### src/rtl/timer_sched_pkg.sv
// Shared types for timer_sched: FSM state encoding and the counter start-value helper.
package timer_sched_pkg;

  typedef enum logic [1:0] {
    IDLE = 2'd0,
    LOAD = 2'd1,
    RUN  = 2'd2,
    DONE = 2'd3
  } state_t;

  localparam int MAX_W = 32;

  // Two's complement of the duration; an up-counter loaded with this hits all-ones after dur-1 increments.
  function automatic logic [MAX_W-1:0] start_value(input logic [MAX_W-1:0] dur);
    return ~dur + 1'b1;
  endfunction

endpackage

### src/rtl/timer_sched_rr_arbiter.sv
// Combinational round-robin pick: first set req bit searching upward from rr_ptr+1, wrapping.
module rr_arbiter #(
  parameter int NREQ = 4,
  parameter int IW   = $clog2(NREQ)
) (
  input  logic [NREQ-1:0] req,
  input  logic [IW-1:0]   rr_ptr,
  output logic            any,
  output logic [NREQ-1:0] gnt,
  output logic [IW-1:0]   idx
);

  always_comb begin
    logic [IW-1:0] cand;
    cand = '0;
    any  = 1'b0;
    gnt  = '0;
    idx  = '0;
    for (int off = 1; off <= NREQ; off++) begin
      cand = IW'((int'(rr_ptr) + off) % NREQ);
      if (!any && req[cand]) begin
        any       = 1'b1;
        gnt[cand] = 1'b1;
        idx       = cand;
      end
    end
  end

endmodule

### src/rtl/timer_sched.sv
// Time-shares one external N-bit up-counter among NREQ requesters, round-robin, with a done pulse per interval.
// Optional abort on owner req drop is enabled by defining TIMER_SCHED_ABORT_EN.
module timer_sched
  import timer_sched_pkg::*;
#(
  parameter int N    = 8,
  parameter int NREQ = 4
) (
  input  logic            clk,
  input  logic            reset_n,
  input  logic [NREQ-1:0] req,
  input  logic [NREQ*N-1:0] dur,
  output logic [NREQ-1:0] gnt,
  output logic [NREQ-1:0] done,
  output logic            busy,
  output logic            cnt_load,
  output logic            cnt_en,
  output logic [N-1:0]    cnt_load_data,
  input  logic [N-1:0]    cnt_count
);

  localparam int IW = $clog2(NREQ);

  state_t          state_q, state_d;
  logic [IW-1:0]   owner_q, owner_d;
  logic [IW-1:0]   rr_ptr_q, rr_ptr_d;
  logic [N-1:0]    dur_q, dur_d;

  logic            pick_any;
  logic [NREQ-1:0] pick_gnt;
  logic [IW-1:0]   pick_idx;
  logic [N-1:0]    dur_pick;
  logic [NREQ-1:0] owner_hot;
  logic [MAX_W-1:0] start_full;

  rr_arbiter #(
    .NREQ (NREQ),
    .IW   (IW)
  ) u_arb (
    .req    (req),
    .rr_ptr (rr_ptr_q),
    .any    (pick_any),
    .gnt    (pick_gnt),
    .idx    (pick_idx)
  );

  // One-hot mux of the winner's duration field.
  always_comb begin
    dur_pick = '0;
    for (int i = 0; i < NREQ; i++) begin
      if (pick_gnt[i]) dur_pick = dur_pick | dur[i*N +: N];
    end
  end

  assign owner_hot  = {{(NREQ-1){1'b0}}, 1'b1} << owner_q;
  assign start_full = start_value(MAX_W'(dur_q));

  always_ff @(posedge clk or negedge reset_n) begin
    if (!reset_n) begin
      state_q  <= IDLE;
      owner_q  <= '0;
      rr_ptr_q <= IW'(NREQ - 1);
      dur_q    <= '0;
    end else begin
      state_q  <= state_d;
      owner_q  <= owner_d;
      rr_ptr_q <= rr_ptr_d;
      dur_q    <= dur_d;
    end
  end

  // Outputs depend only on registered state, owner and captured duration.
  always_comb begin
    state_d       = state_q;
    owner_d       = owner_q;
    rr_ptr_d      = rr_ptr_q;
    dur_d         = dur_q;
    gnt           = '0;
    done          = '0;
    busy          = (state_q != IDLE);
    cnt_load      = 1'b0;
    cnt_en        = 1'b0;
    cnt_load_data = '0;

    case (state_q)
      IDLE: begin
        if (pick_any) begin
          owner_d = pick_idx;
          dur_d   = dur_pick;
          state_d = LOAD;
        end
      end
      LOAD: begin
        gnt           = owner_hot;
        cnt_load      = 1'b1;
        cnt_load_data = start_full[N-1:0];
        state_d       = RUN;
`ifdef TIMER_SCHED_ABORT_EN
        if (!req[owner_q]) begin
          state_d  = IDLE;
          rr_ptr_d = owner_q;
        end
`endif
      end
      RUN: begin
        gnt    = owner_hot;
        cnt_en = 1'b1;
        if (cnt_count == {N{1'b1}}) state_d = DONE;
`ifdef TIMER_SCHED_ABORT_EN
        if (!req[owner_q]) begin
          state_d  = IDLE;
          rr_ptr_d = owner_q;
        end
`endif
      end
      DONE: begin
        gnt      = owner_hot;
        done     = owner_hot;
        rr_ptr_d = owner_q;
        state_d  = IDLE;
      end
      default: state_d = IDLE;
    endcase
  end

endmodule

### config.mk
export PLATFORM = sky130hd
export DESIGN_NAME = timer_sched
export DESIGN_NICKNAME = d
export VERILOG_FILES = /design/src/rtl/timer_sched_pkg.sv /design/src/rtl/timer_sched_rr_arbiter.sv /design/src/rtl/timer_sched.sv
export SDC_FILE = /design/constraint.sdc
export NUM_CORES = 1
export LEC_CHECK = 0
export CAP_MARGIN = 20
export CELL_PAD_IN_SITES_DETAIL_PLACEMENT = 1
export CELL_PAD_IN_SITES_GLOBAL_PLACEMENT = 1
export CORE_ASPECT_RATIO = 0.6
export CORE_MARGIN = 4
export CORE_UTILIZATION = 32
export CTS_CLUSTER_DIAMETER = 80
export DETAILED_ROUTE_END_ITERATION = 16
export PLACE_DENSITY = 0.83
export SETUP_SLACK_MARGIN = 0.1
export SYNTH_ARGS = -nofsm -noshare
export SYNTH_HDL_FRONTEND = slang
export SYNTH_SLANG_ARGS = --single-unit
### constraint.sdc
create_clock -name clk -period 3.3 [get_ports clk]
set_input_delay 0.66 -clock clk [delete_from_list [all_inputs] [get_ports clk]]
set_output_delay 0.66 -clock clk [all_outputs]
set_load 0.01 [all_outputs]
# Yosys cells after proc, flatten, opt, wreduce, memory -nomap -nowiden
# Cells that the tools add are included.
# word_totals
output_inout_bits	19
ff_bits	14
# op_classes
n_addsub	5
n_bitwise	7
n_eq_ne	6
shift	1
n_mux	40
magnitude_cmp	8
n_reduce_logical	15
# op_table
op	n
8-bit 2-to-1 mux	5
4-bit 2-to-1 mux	6
8-bit bitwise OR	3
1-bit 2-to-1 mux	14
2-bit by 3-bit < comparator with 1-bit output, second input constant	4
2-bit 2-to-1 mux	6
4-bit bitwise OR	3
8-bit by 1-bit adder with 8-bit output, second input constant	1
1-bit binary-select mux with 2-bit select	4
1-bit demux with 2-bit select	4
8-bit == test, second input constant	1
2-bit by 1-bit >= comparator with 1-bit output, second input constant	4
8-bit inverter	1
2-bit case mux with 4 select lines	1
1-bit logical AND	7
2-bit by 1-bit adder with 2-bit output, second input constant	2
2-bit adder, second input constant	2
2-bit == test, second input constant	2
2-bit != test, second input constant	2
2-bit AND reduction	2
1-bit by 2-bit << shifter with 4-bit output, first input constant	1
1-bit logical NOT	3
3-bit OR reduction	1
2-bit by 1-bit == test with 1-bit output, second input constant	1
2 further kinds	2

# Logic depth before layout (Yosys ltp)
# Gate-level depths: netlist (run 1).
# logic_depth
depth_word	20
ltp_mapped	9

# By module
# From an unflattened synthesis (run 1), not the netlist that was laid out.
# unflattened
hier_cells	194
area_unflattened_um2	1641.6
# by_module_without_submodules
mod	area_per_inst_um2	seq_area_each_um2	cells_per_inst	n_inst
timer_sched	1009.7	352.8	109	1
rr_arbiter	631.9	0.0	85	1

# Worst setup path before layout (run 1)
# No wires, ideal clock.
# synth_path
kind	flip-flop to flip-flop
startpoint	register rr_ptr_q[1]
endpoint	register dur_q[0]
setup_time_ns	0.142
path_buffers	1
arrival_ns	2.283
path_stages_with_launch	10
path_slack_ns	0.875
cell_sequence	dfstp_2 -> inv_1 -> ha_1 -> mux4_2 -> and2_1 -> clkbuf_1 -> a21oi_1 -> o221ai_1 -> a21oi_1 -> a32oi_1
# synth_between
elab_chain_cells	20
# synth_rtl
element	line	rtl
from (decl)	timer_sched.sv:26	logic [IW-1:0] rr_ptr_q, rr_ptr_d;
from (signal assigned)	timer_sched.sv:62	rr_ptr_q <= IW'(NREQ - 1);
from (signal assigned)	timer_sched.sv:67	rr_ptr_q <= rr_ptr_d;
branches (longest 20 deep; another with 2-bit by 3-bit < comparator with 1-bit output)	-	
to (signal assigned)	timer_sched.sv:68	dur_q <= dur_d;
to (decl)	timer_sched.sv:27	logic [N-1:0] dur_q, dur_d;
# Parallel ways; which one is timed is not known. The select of a mux whose other input is x is not followed.
# A chain may end at the register's enable or synchronous reset.

# Worst setup path in the final report (run 1)
# layout_path
startpoint	register rr_ptr_q[1]
endpoint	register dur_q[1]
# Same word-level chain as after synthesis.

==> results of run 1 <==
-- registers in the layout, summed over array words and instances (netlist names) --
name      flops
dur_q         8
rr_ptr_q      2
owner_q       2
state_q       2
-- logic make-up after synthesis --
logic type	after synthesis
and+or+nand+nor	82
DFF	14
adders and majority gates	13
xor gates and xnor gates	4
buffers and inverters	30
AOI/OAI and AO/OA	77
muxes	7
-- final cells by class --
cell class	count	share of cell area [%]
Tap cell	66	3.24
Multi-Input combinational cell	183	51.3
Clock buffer	4	2.16
Inverter	15	2.21
Timing Repair Buffer	71	27.2
Sequential cell	14	13.9
-- where the power goes --
part           switching (mW)  leakage [nW]  internal (mW)
combinational           0.745         0.823          0.643
clock                  0.0678        0.0288          0.106
sequential              0.121         0.159          0.269
total                   0.933          1.01           1.02
-- cells in the final DEF, fill, tap and decap left out, drive strengths merged, types with 2 or more instances in the layout --
| cell | netlist | layout |
|---|---|---|
| nor2b | 5 | 5 |
| a31oi | 6 | 6 |
| mux2 | 4 | 4 |
| nor3b | 5 | 5 |
| a22o | 9 | 9 |
| and3b | 4 | 4 |
| nor2 | 14 | 14 |
| a22oi | 8 | 8 |
| a32oi | 2 | 2 |
| nand2 | 24 | 24 |
| clkbuf | 6 | 4 |
| a21oi | 18 | 18 |
| dfrtp | 12 | 12 |
| nand4 | 2 | 2 |
| o21a | 2 | 2 |
| dfstp | 2 | 2 |
| xnor2 | 3 | 3 |
| and3 | 4 | 4 |
| o21ai | 9 | 9 |
| ha | 13 | 13 |
| clkdlybuf4s50 | 0 | 64 |
| o221ai | 8 | 8 |
| nor3 | 8 | 8 |
| nand2b | 5 | 5 |
| a222oi | 8 | 8 |
| inv | 15 | 15 |
| buf | 9 | 7 |
| and2 | 7 | 7 |
| mux4 | 3 | 3 |
| nor4 | 2 | 2 |
| o41ai | 2 | 2 |
-- critical path, delay by kind of cell (launching register included) --
kind                       cells  cell delay, ns
AOI/OAI and AO/OA              4            0.65
adders and majority gates      1            0.50
buffers and inverters          1            0.21
DFF                            1            0.66
muxes                          1            0.43
and+or+nand+nor                1            0.33
-- worst max-delay path by stage --
| stage | start | slack [ns] | end | cells after the start |
|---|---|---|---|---|
| detailed placement | req[0] | 0.25 | dur_q[1] | 7 |
| finish | rr_ptr_q[1] | 0.37 | dur_q[1] | 8 |
| floorplan | rr_ptr_q[1] | 0.88 | dur_q[0] | 9 |
| CTS | rr_ptr_q[1] | 0.39 | dur_q[1] | 8 |
| global placement | req[0] | 0.37 | dur_q[0] | 7 |
| global route | rr_ptr_q[1] | 0.20 | dur_q[1] | 8 |
-- layer usage --
metal,track usage (%),part of all wire [%],vias to the layer above
li1,-,-,979
met1,31.1,50,982
met2,28.6,41,103
met3,2.55,7.9,4
met4,4.48,0.71,0
met5,0,0,-
==> results.py, run 1 <==
metrics = {
    "run_status": {
        "status": "finished, final reports clean",
    },
    "place": {
        "dpl.cell_count": 349,
        "gp_congestion": 0.874,
        "dp_slack_ns": 0.249,
        "port_buffers": 64,
        "place_area_mm2": 0.00249,
        "dp_hpwl_um": 5410,
    },
    "routing": {
        "drt-total-wl_um": 6720,
        "drt_first_pass_iters": 7,
        "drtIter0Drc": 208,
        "route.detailed.wl_per_inst_um": 19.0,
        "ant_nets": 0,
        "viasPerCell": 5.86,
        "vias": 2068,
        "drc": 0,
    },
    "synthesis": {
        "yosys_most_used_dff": "dfrtp_1",
        "synth.top_cells.by_count": "24 x nand2_1, 18 x a21oi_1, 14 x inv_1, 14 x nor2_1, 13 x ha_1",
        "synth-xor-area-share_pct": 1.97,
        "synthCells": 227,
        "yosys_warnings": 0,
        "synth_compound_area_share_pct": 31.8,
        "synthArstFlopShare_pct": 100,
        "yosys.area.top_type": "dfrtp_1",
        "synth_top_area_share_pct": 16.9,
        "ys_top_cells_by_area": "dfrtp_1 17%, ha_1 9.2%, a21oi_1 5.1%",
        "ys_seq_area_share_pct": 19.9,
        "avgSynthCellArea_um2": 7.83,
        "synth_most_common_cell": "nand2_1",
        "synth.mux.area_fraction_pct": 6.34,
        "synth_nets": 286,
        "synth_top_family_by_area": "compound AO/OA/AOI/OAI gates",
        "synth-edff-count": 0,
        "synth_area_mm2": 0.00178,
        "yosys.cell_types.count": 44,
        "synthAdderAreaFrac_pct": 9.15,
        "yosys.area_share.simple_pct": 24.2,
        "ys_ff_latch": 14,
    },
    "run": {
        "drv_cap": 0,
    },
    "setup_path": {
        "arrival_ns": 3.03,
        "reg2reg_to": "dur_q[1]",
        "r2r_start": "rr_ptr_q[1]",
        "crit_slowest_cell": "dfstp_2",
        "cp_common_cell": "a21oi_1",
        "required_ns": 3.40,
        "path_class": "register to register",
        "startpoint_type": "register",
        "cp_cell_sequence": "inv_1 -> ha_1 -> mux4_2 -> and2_1 -> a21oi_1 -> o221ai_1 -> a21oi_1 -> a32oi_1",
        "rrSetupSlack_ns": 0.37,
        "path_max_fanout": 10,
        "cp-end-kind": "register",
        "max_stage_delay_ns": 0.66,
        "rr_worst_depth": 8,
    },
    "timing": {
        "fin_ws_ns": 0.368,
        "max_freq_mhz": 341,
        "tns_ns": 0,
        "grt_setup_unrepaired": "no",
        "slew_viol_final": 0,
        "finalSetupViolations": 0,
        "fin_crit_sh_pct": 88.9,
        "slew_headroom_pct": 56.1,
        "tightest_slew_ns": 0.656,
        "whs_ns": 0.573,
        "hold_violations": 0,
        "min_period_ns": 2.93,
        "clock_skew_ns": 0.00181,
    },
    "finish": {
        "multi_input_area_mm2": 0.00131,
        "area_delta_synth_final_pct": 43.2,
        "final_area_mm2": 0.00254,
        "n_antenna_cell": 0,
        "drive_above_1_share_pct": 8.36,
        "ff_latch_area_um2": 353,
        "fill_cells": 639,
        "finalNonFillerCells": 353,
        "fin_util_pct": 48.9,
        "fin_nets": 347,
    },
    "hold_path": {
        "hold_class": "register to register",
        "worstHoldEndpoint": "state_q[1]",
        "holdPathStages": 1,
        "min_from": "state_q[1]",
    },
    "grt": {
        "antenna_found_initial": 0,
        "track_usage_pct": 19.9,
        "grt_max_degree": 18,
        "grt_pass1_vias": 1969,
        "grt-ovfl-total": 0,
        "grt_pass1_wl_um": 10900,
    },
    "floorplanning": {
        "core_mm2": 0.00520,
        "die_w_um": 104,
        "placementRows": 20,
        "io_pins": 65,
        "die_h_um": 65.7,
        "dieArea_mm2": 0.00685,
        "start_util_pct": 34.1,
    },
    "pwr": {
        "p_total_mw": 1.95,
        "ir_drop_v": 0.000270,
        "p_leak_nw": 1.01,
        "p_per_area_mw_per_mm2": 767,
    },
    "clocking": {
        "cts_tree": "yes",
        "h-tree-depth": 1,
        "cts-hold-fix-buffers": 0,
        "cts_setup_buffers": 0,
        "cts_sinks": 14,
        "cts-resized-gates": 0,
        "clockBufferDepth": 2,
        "cts_made_buffers": 3,
        "clk_pin_slew_ns": 0.06,
        "clk_latency_ns": 0.25,
        "root_buffer": "clkbuf_8",
    },
}
Power figures use the tool's default switching activity.
==> inputs of run 2 (changes only) <==
Settings changed: CTS_BUF_LIST from default to sky130_fd_sc_hd__clkbuf_16.
==> results.py, run 2 (same netlist as run 1, synthesis figures left out) <==
metrics = {
    "run_status": {
        "status": "finished, final reports clean",
    },
    "clocking": {
        "h-tree-depth": 1,
        "root_buffer": "clkbuf_16",
        "cts_made_buffers": 3,
        "cts_setup_buffers": 0,
        "clk_latency_ns": 0.25,
        "cts-hold-fix-buffers": 0,
        "clockBufferDepth": 2,
        "cts-resized-gates": 0,
        "clk_pin_slew_ns": 0.05,
        "cts_sinks": 14,
        "cts_tree": "yes",
    },
    "finish": {
        "n_antenna_cell": 0,
        "fin_util_pct": 49.4,
        "drive_above_1_share_pct": 8.01,
        "fin_nets": 347,
        "regMostFlops": "dur_q",
        "largest_register_ffs": 8,
        "area_delta_synth_final_pct": 44.6,
        "layout_commonest_cell": "clkdlybuf4s50_1",
        "layout_common_cells": "64 x clkdlybuf4s50_1, 24 x nand2_1, 18 x a21oi_1, 14 x inv_1, 14 x nor2_1",
    },
    "grt": {
        "antenna_found_initial": 0,
        "grt-ovfl-total": 0,
        "grt_max_degree": 18,
        "grt_pass1_vias": 1990,
        "grt_pass1_wl_um": 11200,
        "track_usage_pct": 20.3,
    },
    "setup_path": {
        "path_class": "register to register",
        "cp-end-kind": "register",
        "max_stage_delay_ns": 0.66,
        "path_max_fanout": 10,
        "cp_cell_sequence": "inv_1 -> ha_1 -> mux4_2 -> and2_1 -> a21oi_1 -> o221ai_1 -> a21oi_1 -> a32oi_1",
        "crit_slowest_cell": "dfstp_2",
        "arrival_ns": 3.04,
        "required_ns": 3.39,
        "startpoint_type": "register",
        "cp_common_cell": "a21oi_1",
    },
    "place": {
        "gp_congestion": 0.874,
        "port_buffers": 64,
        "dp_hpwl_um": 5410,
    },
    "routing": {
        "drt_first_pass_iters": 6,
        "vias": 2081,
        "drtIter0Drc": 137,
        "wl_met1_um": 3470,
        "ant_nets": 0,
        "route.detailed.wl_per_inst_um": 19.4,
        "viasPerCell": 5.90,
        "topRoutingLayerUsed": "met4",
        "drc": 0,
        "dr_wl_met2_um": 2830,
        "drt-total-wl_um": 6840,
        "route.met3.wl_um": 504,
    },
    "pwr": {
        "ir_drop_v": 0.000270,
        "p_total_mw": 2.01,
        "p_leak_nw": 1.02,
        "p_per_area_mw_per_mm2": 784,
    },
    "hold_path": {
        "hold_class": "register to register",
    },
    "floorplanning": {
        "die_h_um": 65.7,
        "io_pins": 65,
        "die_w_um": 104,
        "start_util_pct": 34.1,
        "dieArea_mm2": 0.00685,
        "core_mm2": 0.00520,
        "placementRows": 20,
    },
    "timing": {
        "slew_headroom_pct": 56.6,
        "finalSetupViolations": 0,
        "slew_viol_final": 0,
        "tns_ns": 0,
        "tightest_slew_ns": 0.649,
        "fin_crit_sh_pct": 89.5,
        "grt_setup_unrepaired": "no",
        "min_period_ns": 2.95,
        "clock_skew_ns": 0.00408,
        "max_freq_mhz": 339,
        "hold_violations": 0,
    },
    "run": {
        "drv_cap": 0,
    },
}
run 2: cell type report:
type | instances | area [µm²]
clock buffer | 3 | 75.1
clock inverter | 1 | 3.75
fill | 637 | 2640
inverter | 15 | 56.3
multi-input combinational | 183 | 1310
sequential | 14 | 353
tap | 66 | 82.6
timing repair buffer | 71 | 693
run 2: where the power goes:
part,internal [mW],switching [mW],leakage [nW]
Combinational,0.643,0.749,0.823
Sequential,0.269,0.119,0.159
Clock,0.160,0.0724,0.0385
Total,1.07,0.941,1.02
run 2: metrics by stage:
stage | setup WS, ns | area (µm²) | hold WS, ns | std cells
final | 0.347 | 2570 | 0.566 | 353
after global routing | 0.136 | 2570 | 0.604 | 353
after CTS | 0.373 | 2570 | 0.573 | 353
after detailed placement | 0.249 | 2490 | 0.565 | 349
after global placement | 0.367 | 2490 | 0.541 | 349
after floorplan | 0.875 | 1780 | 0.364 | 227
run 2: final timing paths:
kind	cells past startpoint	startpoint	end	slack [ns]
hold reg to reg	2	dur_q[1]	dur_q[1]	0.57
min in group asynchronous	1	reset_n	owner_q[0]	0.81
hold / removal	2	dur_q[1]	dur_q[1]	0.57
setup / recovery	8	rr_ptr_q[1]	dur_q[1]	0.35
setup reg to reg	8	rr_ptr_q[1]	dur_q[1]	0.35
max in group asynchronous	1	reset_n	dur_q[2]	2.06
run 2: worst max-delay path, delay by kind of cell, from the launching register on:
family / cells / cell delay, ns
flip-flops: 1 / 0.66
buffers and inverters: 1 / 0.21
AO/OA/AOI/OAI: 4 / 0.66
multiplexers: 1 / 0.43
AND/OR/NAND/NOR: 1 / 0.33
adder cells (fa/ha/maj): 1 / 0.49
run 2: per-layer routing:
| layer | vias up | global-route usage [%] |
|---|---|---|
| li1 | 979 | - |
| met5 | - | 0 |
| met3 | 4 | 2.55 |
| met2 | 106 | 29.9 |
| met4 | 0 | 3.98 |
| met1 | 992 | 31.4 |
